`config.mk`:
```
export PLATFORM = sky130hd
export DESIGN_NAME = dmem_arbiter_flat
export DESIGN_NICKNAME = d
export VERILOG_FILES = /design/src/rtl/dmem_arbiter_if.sv /design/src/rtl/dmem_arbiter.sv /design/src/flat_wrapper.sv
export SDC_FILE = /design/constraint.sdc
export NUM_CORES = 1
export LEC_CHECK = 0
export CAP_MARGIN = 20
export CORE_UTILIZATION = 36
export DETAILED_ROUTE_END_ITERATION = 8
export PLACE_DENSITY = 0.78
export SYNTH_ARGS = -nofsm -noshare
export SYNTH_HDL_FRONTEND = slang
export SYNTH_SLANG_ARGS = --single-unit
export TNS_END_PERCENT = 10
```
`constraint.sdc`:
```
create_clock -name clk -period 2.25 [get_ports clk]
set_input_delay 0.45 -clock clk [delete_from_list [all_inputs] [get_ports clk]]
set_output_delay 0.45 -clock clk [all_outputs]
set_load 0.005 [all_outputs]
```
`src/rtl/dmem_arbiter_if.sv`:
```
// Bundle of requester, grant/read-return and memory-side signals for dmem_arbiter.
// The slave modport is the arbiter view; master is the requester/memory environment.
interface dmem_arbiter_if #(
    parameter int DBITS = 32
);
    logic             req0,    req1;
    logic             we0,     we1;
    logic             lock0,   lock1;
    logic [DBITS-1:0] addr0,   addr1;
    logic [DBITS-1:0] wdata0,  wdata1;
    logic             gnt0,    gnt1;
    logic             rvalid0, rvalid1;
    logic [DBITS-1:0] rdata0,  rdata1;
    logic             mem_we;
    logic [DBITS-1:0] mem_addr;
    logic [DBITS-1:0] mem_wdata;
    logic [DBITS-1:0] mem_rdata;

    modport slave (
        input  req0, req1, we0, we1, lock0, lock1,
        input  addr0, addr1, wdata0, wdata1,
        output gnt0, gnt1, rvalid0, rvalid1, rdata0, rdata1,
        output mem_we, mem_addr, mem_wdata,
        input  mem_rdata
    );

    modport master (
        output req0, req1, we0, we1, lock0, lock1,
        output addr0, addr1, wdata0, wdata1,
        input  gnt0, gnt1, rvalid0, rvalid1, rdata0, rdata1,
        input  mem_we, mem_addr, mem_wdata,
        output mem_rdata
    );
endinterface

```
`src/rtl/dmem_arbiter.sv`:
```
// Two-requester data-memory arbiter: round-robin on ties, optional bounded locking,
// single-cycle grant with read data returned one cycle after the address.
module dmem_arbiter #(
    parameter int DBITS    = 32,
    parameter int LOCK_MAX = 16
) (
    input logic          clk,
    input logic          reset,
    dmem_arbiter_if.slave bus
);
    localparam int CW = $clog2(LOCK_MAX + 1);

    typedef enum logic [1:0] {IDLE, LOCK0, LOCK1} state_t;

    state_t           state_q;
    logic             last_q;
    logic [CW-1:0]    cnt_q;
    logic [CW-1:0]    cnt_inc;
    logic             rvalid0_q, rvalid1_q;
    logic [DBITS-1:0] rdata0_q,  rdata1_q;
    logic [DBITS-1:0] addr_q,    wdata_q;
    logic             gnt0, gnt1;
    logic             own_req, own_lock, oth_req;

    always_comb begin
        gnt0 = 1'b0;
        gnt1 = 1'b0;
        if (!reset) begin
            unique case (state_q)
                IDLE: begin
                    if (bus.req0 && bus.req1) begin
                        gnt0 = last_q;
                        gnt1 = !last_q;
                    end else begin
                        gnt0 = bus.req0;
                        gnt1 = bus.req1;
                    end
                end
                LOCK0:   gnt0 = bus.req0;
                LOCK1:   gnt1 = bus.req1;
                default: ;
            endcase
        end
    end

    always_comb begin
        own_req  = (state_q == LOCK1) ? bus.req1  : bus.req0;
        own_lock = (state_q == LOCK1) ? bus.lock1 : bus.lock0;
        oth_req  = (state_q == LOCK1) ? bus.req0  : bus.req1;
        cnt_inc  = cnt_q + CW'(1);
    end

    always_ff @(posedge clk) begin
        if (reset) begin
            state_q   <= IDLE;
            last_q    <= 1'b1;
            cnt_q     <= '0;
            rvalid0_q <= 1'b0;
            rvalid1_q <= 1'b0;
            rdata0_q  <= '0;
            rdata1_q  <= '0;
            addr_q    <= '0;
            wdata_q   <= '0;
        end else begin
            rvalid0_q <= gnt0 && !bus.we0;
            rvalid1_q <= gnt1 && !bus.we1;
            if (rvalid0_q) rdata0_q <= bus.mem_rdata;
            if (rvalid1_q) rdata1_q <= bus.mem_rdata;
            if (gnt0 || gnt1) begin
                last_q  <= gnt1;
                addr_q  <= gnt1 ? bus.addr1  : bus.addr0;
                wdata_q <= gnt1 ? bus.wdata1 : bus.wdata0;
            end
            unique case (state_q)
                IDLE: begin
                    if (gnt0 && bus.lock0) begin
                        state_q <= LOCK0;
                        cnt_q   <= '0;
                    end else if (gnt1 && bus.lock1) begin
                        state_q <= LOCK1;
                        cnt_q   <= '0;
                    end
                end
                LOCK0, LOCK1: begin
                    // Hitting LOCK_MAX forces release; last already points at the owner.
                    if (!own_req) begin
                        state_q <= IDLE;
                    end else begin
                        if (oth_req) cnt_q <= cnt_inc;
                        if (!own_lock || (oth_req && cnt_inc == CW'(LOCK_MAX)))
                            state_q <= IDLE;
                    end
                end
                default: state_q <= IDLE;
            endcase
        end
    end

    // Reset gates the outputs so a read outstanding at reset never surfaces.
    always_comb begin
        bus.gnt0      = gnt0;
        bus.gnt1      = gnt1;
        bus.mem_we    = (gnt0 && bus.we0) || (gnt1 && bus.we1);
        bus.mem_addr  = reset ? '0 : gnt1 ? bus.addr1  : gnt0 ? bus.addr0  : addr_q;
        bus.mem_wdata = reset ? '0 : gnt1 ? bus.wdata1 : gnt0 ? bus.wdata0 : wdata_q;
        bus.rvalid0   = rvalid0_q && !reset;
        bus.rvalid1   = rvalid1_q && !reset;
        bus.rdata0    = reset ? '0 : rvalid0_q ? bus.mem_rdata : rdata0_q;
        bus.rdata1    = reset ? '0 : rvalid1_q ? bus.mem_rdata : rdata1_q;
    end
endmodule
```
`src/flat_wrapper.sv`:
```
// flat-port wrapper written by rule: the top's interface ports become plain ports
module dmem_arbiter_flat 
#(
    parameter int DBITS    = 32,
    parameter int LOCK_MAX = 16
)
  (clk, reset, bus_req0, bus_req1, bus_we0, bus_we1, bus_lock0, bus_lock1, bus_addr0, bus_addr1, bus_wdata0, bus_wdata1, bus_gnt0, bus_gnt1, bus_rvalid0, bus_rvalid1, bus_rdata0, bus_rdata1, bus_mem_we, bus_mem_addr, bus_mem_wdata, bus_mem_rdata);
  dmem_arbiter_if #(.DBITS(DBITS)) bus_i ();
  input logic clk;
  input logic reset;
  input wire logic [$bits(bus_i.req0)-1:0] bus_req0;
  input wire logic [$bits(bus_i.req1)-1:0] bus_req1;
  input wire logic [$bits(bus_i.we0)-1:0] bus_we0;
  input wire logic [$bits(bus_i.we1)-1:0] bus_we1;
  input wire logic [$bits(bus_i.lock0)-1:0] bus_lock0;
  input wire logic [$bits(bus_i.lock1)-1:0] bus_lock1;
  input wire logic [$bits(bus_i.addr0)-1:0] bus_addr0;
  input wire logic [$bits(bus_i.addr1)-1:0] bus_addr1;
  input wire logic [$bits(bus_i.wdata0)-1:0] bus_wdata0;
  input wire logic [$bits(bus_i.wdata1)-1:0] bus_wdata1;
  output wire logic [$bits(bus_i.gnt0)-1:0] bus_gnt0;
  output wire logic [$bits(bus_i.gnt1)-1:0] bus_gnt1;
  output wire logic [$bits(bus_i.rvalid0)-1:0] bus_rvalid0;
  output wire logic [$bits(bus_i.rvalid1)-1:0] bus_rvalid1;
  output wire logic [$bits(bus_i.rdata0)-1:0] bus_rdata0;
  output wire logic [$bits(bus_i.rdata1)-1:0] bus_rdata1;
  output wire logic [$bits(bus_i.mem_we)-1:0] bus_mem_we;
  output wire logic [$bits(bus_i.mem_addr)-1:0] bus_mem_addr;
  output wire logic [$bits(bus_i.mem_wdata)-1:0] bus_mem_wdata;
  input wire logic [$bits(bus_i.mem_rdata)-1:0] bus_mem_rdata;
  assign bus_i.req0 = bus_req0;
  assign bus_i.req1 = bus_req1;
  assign bus_i.we0 = bus_we0;
  assign bus_i.we1 = bus_we1;
  assign bus_i.lock0 = bus_lock0;
  assign bus_i.lock1 = bus_lock1;
  assign bus_i.addr0 = bus_addr0;
  assign bus_i.addr1 = bus_addr1;
  assign bus_i.wdata0 = bus_wdata0;
  assign bus_i.wdata1 = bus_wdata1;
  assign bus_gnt0 = bus_i.gnt0;
  assign bus_gnt1 = bus_i.gnt1;
  assign bus_rvalid0 = bus_i.rvalid0;
  assign bus_rvalid1 = bus_i.rvalid1;
  assign bus_rdata0 = bus_i.rdata0;
  assign bus_rdata1 = bus_i.rdata1;
  assign bus_mem_we = bus_i.mem_we;
  assign bus_mem_addr = bus_i.mem_addr;
  assign bus_mem_wdata = bus_i.mem_wdata;
  assign bus_i.mem_rdata = bus_mem_rdata;
  dmem_arbiter #(.DBITS(DBITS), .LOCK_MAX(LOCK_MAX)) u_core (.clk(clk), .reset(reset), .bus(bus_i));
endmodule
```
Yosys cells after proc, flatten, opt, wreduce, memory -nomap -nowiden
Cells that the tools add are included.
Widths: inputs -> output; s select.
- register bits after elaboration: 138
- output and inout bits: 133
- word-level logic and storage cells: 71
- add/subtract/negate cells: 1
- eq/ne operators: 7
- muxes and demuxes: 31
- reduce and logical (&&, ||, !) cells: 23
- operators with widths (operator ; number):
    $mux 32 ; 12
    $mux 5 ; 4
    $logic_and 1x1->1 ; 10
    $pmux 5 s2 ; 1
    $mux 2 ; 4
    $mux 1 ; 7
    $add 5x1->5 const B ; 1
    $eq 5x5->1 const B ; 1
    $logic_not 1->1 ; 5
    $ne 2x1->1 const B ; 2
    $pmux 1 s2 ; 2
    $pmux 2 s2 ; 1
    $reduce_and 4->1 ; 1
    $logic_or 1x1->1 ; 3
    $ne 3x1->1 const B ; 1
    $ne 3x3->1 const B ; 1
    $eq 2x1->1 const B ; 1
    $eq 2x2->1 const B ; 1
    $logic_not 2->1 ; 1
    $reduce_and 2->1 ; 1
    $reduce_bool 2->1 ; 1
    $reduce_or 2->1 ; 1

Logic depth before layout (Yosys ltp)
- depth after elaboration: 8
- mapped depth: 9

Worst setup path after synthesis
No wires, ideal clock.
- path kind: register to output
- start point: register u_core.state_q[0]
- end point: output bus_mem_addr[0]
- arrival time: 1.729 ns
- required time: 1.800 ns
- path slack: 0.071 ns
- cell stages (with the launch flop): 10
- buffers on the path: 2
- path through: dfxtp_1 -> inv_1 -> ha_1 -> a21boi_2 -> o21ai_1 -> nand2b_4 -> buf_4 -> buf_4 -> nor2_1 -> a311oi_1
- cells in the longest elaborated chain, start to end: 6
- RTL lines (element ; line ; RTL):
    start: declaration ; dmem_arbiter.sv:15 ; state_t state_q;
    start signal: assignment ; dmem_arbiter.sv:55 ; state_q <= IDLE;
    start signal: assignment ; dmem_arbiter.sv:77 ; state_q <= LOCK0;
    start signal: assignment ; dmem_arbiter.sv:80 ; state_q <= LOCK1;
    $eq 2x1->1 / $logic_not 2->1 (equally long branches) ; dmem_arbiter.sv:29 ; unique case (state_q)
    $pmux 1 s2 ; dmem_arbiter.sv:29 ;
    $mux 1 ; dmem_arbiter.sv:28 ; if (!reset) begin
    $mux 32 ; dmem_arbiter.sv:104 ; bus.mem_addr = reset ? '0 : gnt1 ? bus.addr1 : gnt0 ? bus.addr0 : addr_q;
    $mux 32 * (2 in a row) ; dmem_arbiter.sv:104 ;
    end: declaration ; flat_wrapper.sv:28 ; output wire logic [$bits(bus_i.mem_addr)-1:0] bus_mem_addr;
Mark *: on every way between the ends. The rest lies on a longest branch, timed or not.

Final worst setup path
- start point: register u_core.state_q[0]
- end point: output bus_mem_wdata[30]
- cells in the longest elaborated chain, start to end: 6
- RTL lines (element ; line ; RTL):
    $eq 2x1->1 / $logic_not 2->1 (equally long branches) ; dmem_arbiter.sv:29 ;
    $pmux 1 s2 ; dmem_arbiter.sv:29 ;
    $mux 1 ; dmem_arbiter.sv:28 ;
    $mux 32 ; dmem_arbiter.sv:105 ; bus.mem_wdata = reset ? '0 : gnt1 ? bus.wdata1 : gnt0 ? bus.wdata0 : wdata_q;
    $mux 32 * (2 in a row) ; dmem_arbiter.sv:105 ;
    end: declaration ; flat_wrapper.sv:29 ; output wire logic [$bits(bus_i.mem_wdata)-1:0] bus_mem_wdata;
Marks and branches as above.

==> metrics <==
Final Max Tran Viols=0; CTS max path bufs=2; cell count after placement=1312; first-pass GRT wire length=~36000 um; Mapped Area=6270 um2; GPL Wtd Cong=0.8295; worst min path class=flop to flop; CP max FO=8; grt ovf=0; Die W=between 100 and 150 um; Total Wirelength=approximately 24000 um; Tightest Pin Transition=1.033 ns; crit share post-route=125.4%; worst path cell trace=inv_2 > ha_4 > buf_4 > a21oi_2 > nand3b_1 > buf_6 > buf_12 > buf_12 > nand2_1 > a311oi_2 > buf_2; most frequent cells in the layout=188 x clkdlybuf4s50_1, 134 x dfxtp_1, 127 x nor2_1, 122 x buf_4, 100 x nand2_1; Syn Nets=~900; pin count of the biggest net entering global routing=87; startpoint type of the worst setup path=flop; layout cell share with drive strength beyond 1=30.95%; ys async rst share=0%; WP data arrival=around 2.4 ns; Layout area overhead=86.75%; die footprint=17950 um2; Via density=roughly 5.3; Worst Skew=0.009688 ns; Die Ht=134.0 um; Clock transition at path regs=0.06 ns; CP endpoint kind=output port; most common cell after layout, fill and taps aside=clkdlybuf4s50_1; via count of the routed design=roughly 7200; power density over the cells=723.6 nW/um2; Post-Place Cell Area=10460 um2; P_leak=5.194 nW; detailed placement HPWL=15510 um; Final Setup Violations=72; crit-path max cell delay=between 0.3 and 0.4 ns; Storage cell area=2768 um2; CP delay by family, top=buffers and inverters; initial antenna violation count=1; Avg Cell Area, Syn=slightly below 9 um2; CP Buf/Inv Count=6; # IOs=between 300 and 400; status=complete, but fails checks; top_reg_cell synth=dfxtp_1; area leader, netlist=dfxtp_1; Unique masters post-synth=between 40 and 50; area share of the largest cell type after synthesis=between 40% and 50%; vias in the first global route=7254; routed length per instance=17.58 um; worst skew pair latency=0.41 ns; Post-synth EDFFs=0; CTS tree=built; iteration count of the initial detailed-routing pass=5; Routed Antenna Nets=0; Hold Vio Cnt, Final=0; fill cell count=1274; CP required=1.80 ns; crit-path most repeated cell=buf_12; Final Util=69.62%; fin area=11710 um2; initial core utilization=37.28%; Peak supply drop=~0.00055 V; Total GRT Usage=25.57%; Initial DRC Count=about 260; DRC=0; Warnings, synthesis=0; port buffer count=300; final net count=between 1000 and 1500; RSZ-0062 raised after global routing=yes; most area-consuming cells after synthesis=dfxtp_1 44%, a311oi_1 16%, mux2i_1 11%; failing checks=setup timing; CTS buffer count=17; clock sinks=between 100 and 150; CP max stage cell=dfxtp_2; Max-Cap Viols=0; register area share after synthesis=44.06%; diode count=0; Cell Rows=47; FF+latch count, synth=between 100 and 150; H-tree levels=4; post-layout min period=~2.8 ns; relative slew slack=31.15%; Final Non-Filler Cells=around 1400; Setup TNS=-30.84 ns; core area=16820 um2; hold buffers post-CTS=0; Mapped Cells=about 700; WS Path Type=flop to output port; Final WS setup=-0.5705 ns; area occupied by multi-input gates=3570 um2; achievable clock frequency=354.6 MHz; CTS Root Cell=clkbuf_16
## cells in the mapped netlist (3+ instances only)
library cell,count
dfxtp_1,138
a311oi_1,114
buf_6,3
clkbuf_1,21
o21ai_0,8
inv_1,4
nand2_1,120
a21oi_1,5
nand3_1,5
o21ai_1,3
nor2_1,129
buf_4,11
ha_1,6
and3_1,5
buf_2,26
a221o_1,8
mux2i_1,68
## through the flow
stage	total power, mW	hold WS (ns)	worst slack, ns
detailed placement	5.467	0.4808	-0.9021
floorplan	3.971	0.4619	0.07106
finish	8.472	0.4913	-0.5705
global placement	5.417	0.4749	-0.8397
global route	8.852	0.5139	-0.6676
CTS	8.370	0.4798	-0.5318
## per-layer routing
layer / track usage, % / vias to the layer above / share of wire, %
met1: 28.76 / 3396 / 39
met5: 0 / - / 0.046
met4: 9.343 / 2 / 2.7
met2: 45.48 / 308 / 50
li1: - / 3460 / -
met3: 7.521 / 51 / 8.1
## power by group
| group | total (mW) | switching [mW] | internal (mW) |
|---|---|---|---|
| registers | 2.81 | 0.0877 | 2.72 |
| logic | 3.06 | 1.37 | 1.69 |
| clock network | 2.60 | 1.12 | 1.48 |
| total | 8.47 | 2.58 | 5.89 |
## kinds of logic after synthesis
family / Yosys count / synth area share (%)
xor+xnor: 3 / 0.4192
fa+ha+maj: 6 / 1.197
buf+inv: 70 / 5.767
mux: 68 / 10.86
compound gates: 150 / 20.24
simple gates: 273 / 17.46
flops: 138 / 44.06
## state kept, by name, indices dropped and copies added, names as in the netlist
name	count
u_core.state_q	2
u_core.rvalid1_q	1
u_core.rvalid0_q	1
u_core.wdata_q	32
u_core.cnt_q	5
u_core.last_q	1
u_core.addr_q	32
u_core.rdata1_q	32
u_core.rdata0_q	32
## cell type report
cell class | count | area share [%]
Clock buffer | 21 | 3.932
Clock inverter | 11 | 0.7267
Tap cell | 220 | 2.351
Sequential cell | 138 | 23.64
Timing Repair Buffer | 470 | 38.53
Inverter | 7 | 0.3313
Multi-Input combinational cell | 500 | 30.49
## worst register-to-register path, cell delays in order (launching register included)
cell and delay, ns:
dfxtp_2 0.34, inv_2 0.06, ha_4 0.16, buf_4 0.14
a21oi_2 0.14, nand3b_1 0.18, buf_6 0.19, inv_12 0.07
and2_4 0.18, buf_4 0.14, a221o_1 0.29
## worst paths after layout
path	startpoint	to	slack (ns)	depth (start not counted)
min	u_core.wdata_q[12]	u_core.wdata_q[12]	0.49	2
max reg2reg	u_core.state_q[0]	u_core.addr_q[30]	0.26	10
min reg2reg	u_core.wdata_q[12]	u_core.wdata_q[12]	0.49	2
max	u_core.state_q[0]	bus_mem_wdata[30]	-0.57	11
## what timing repair did
item	CTS	global route
gates resized for setup	357	88
endpoints found under the hold margin	0	0
cloned	9	2
setup buffers	13	2
pin swaps	25	30
setup endpoints to repair	94	113
(Power assumes the default switching activity.)
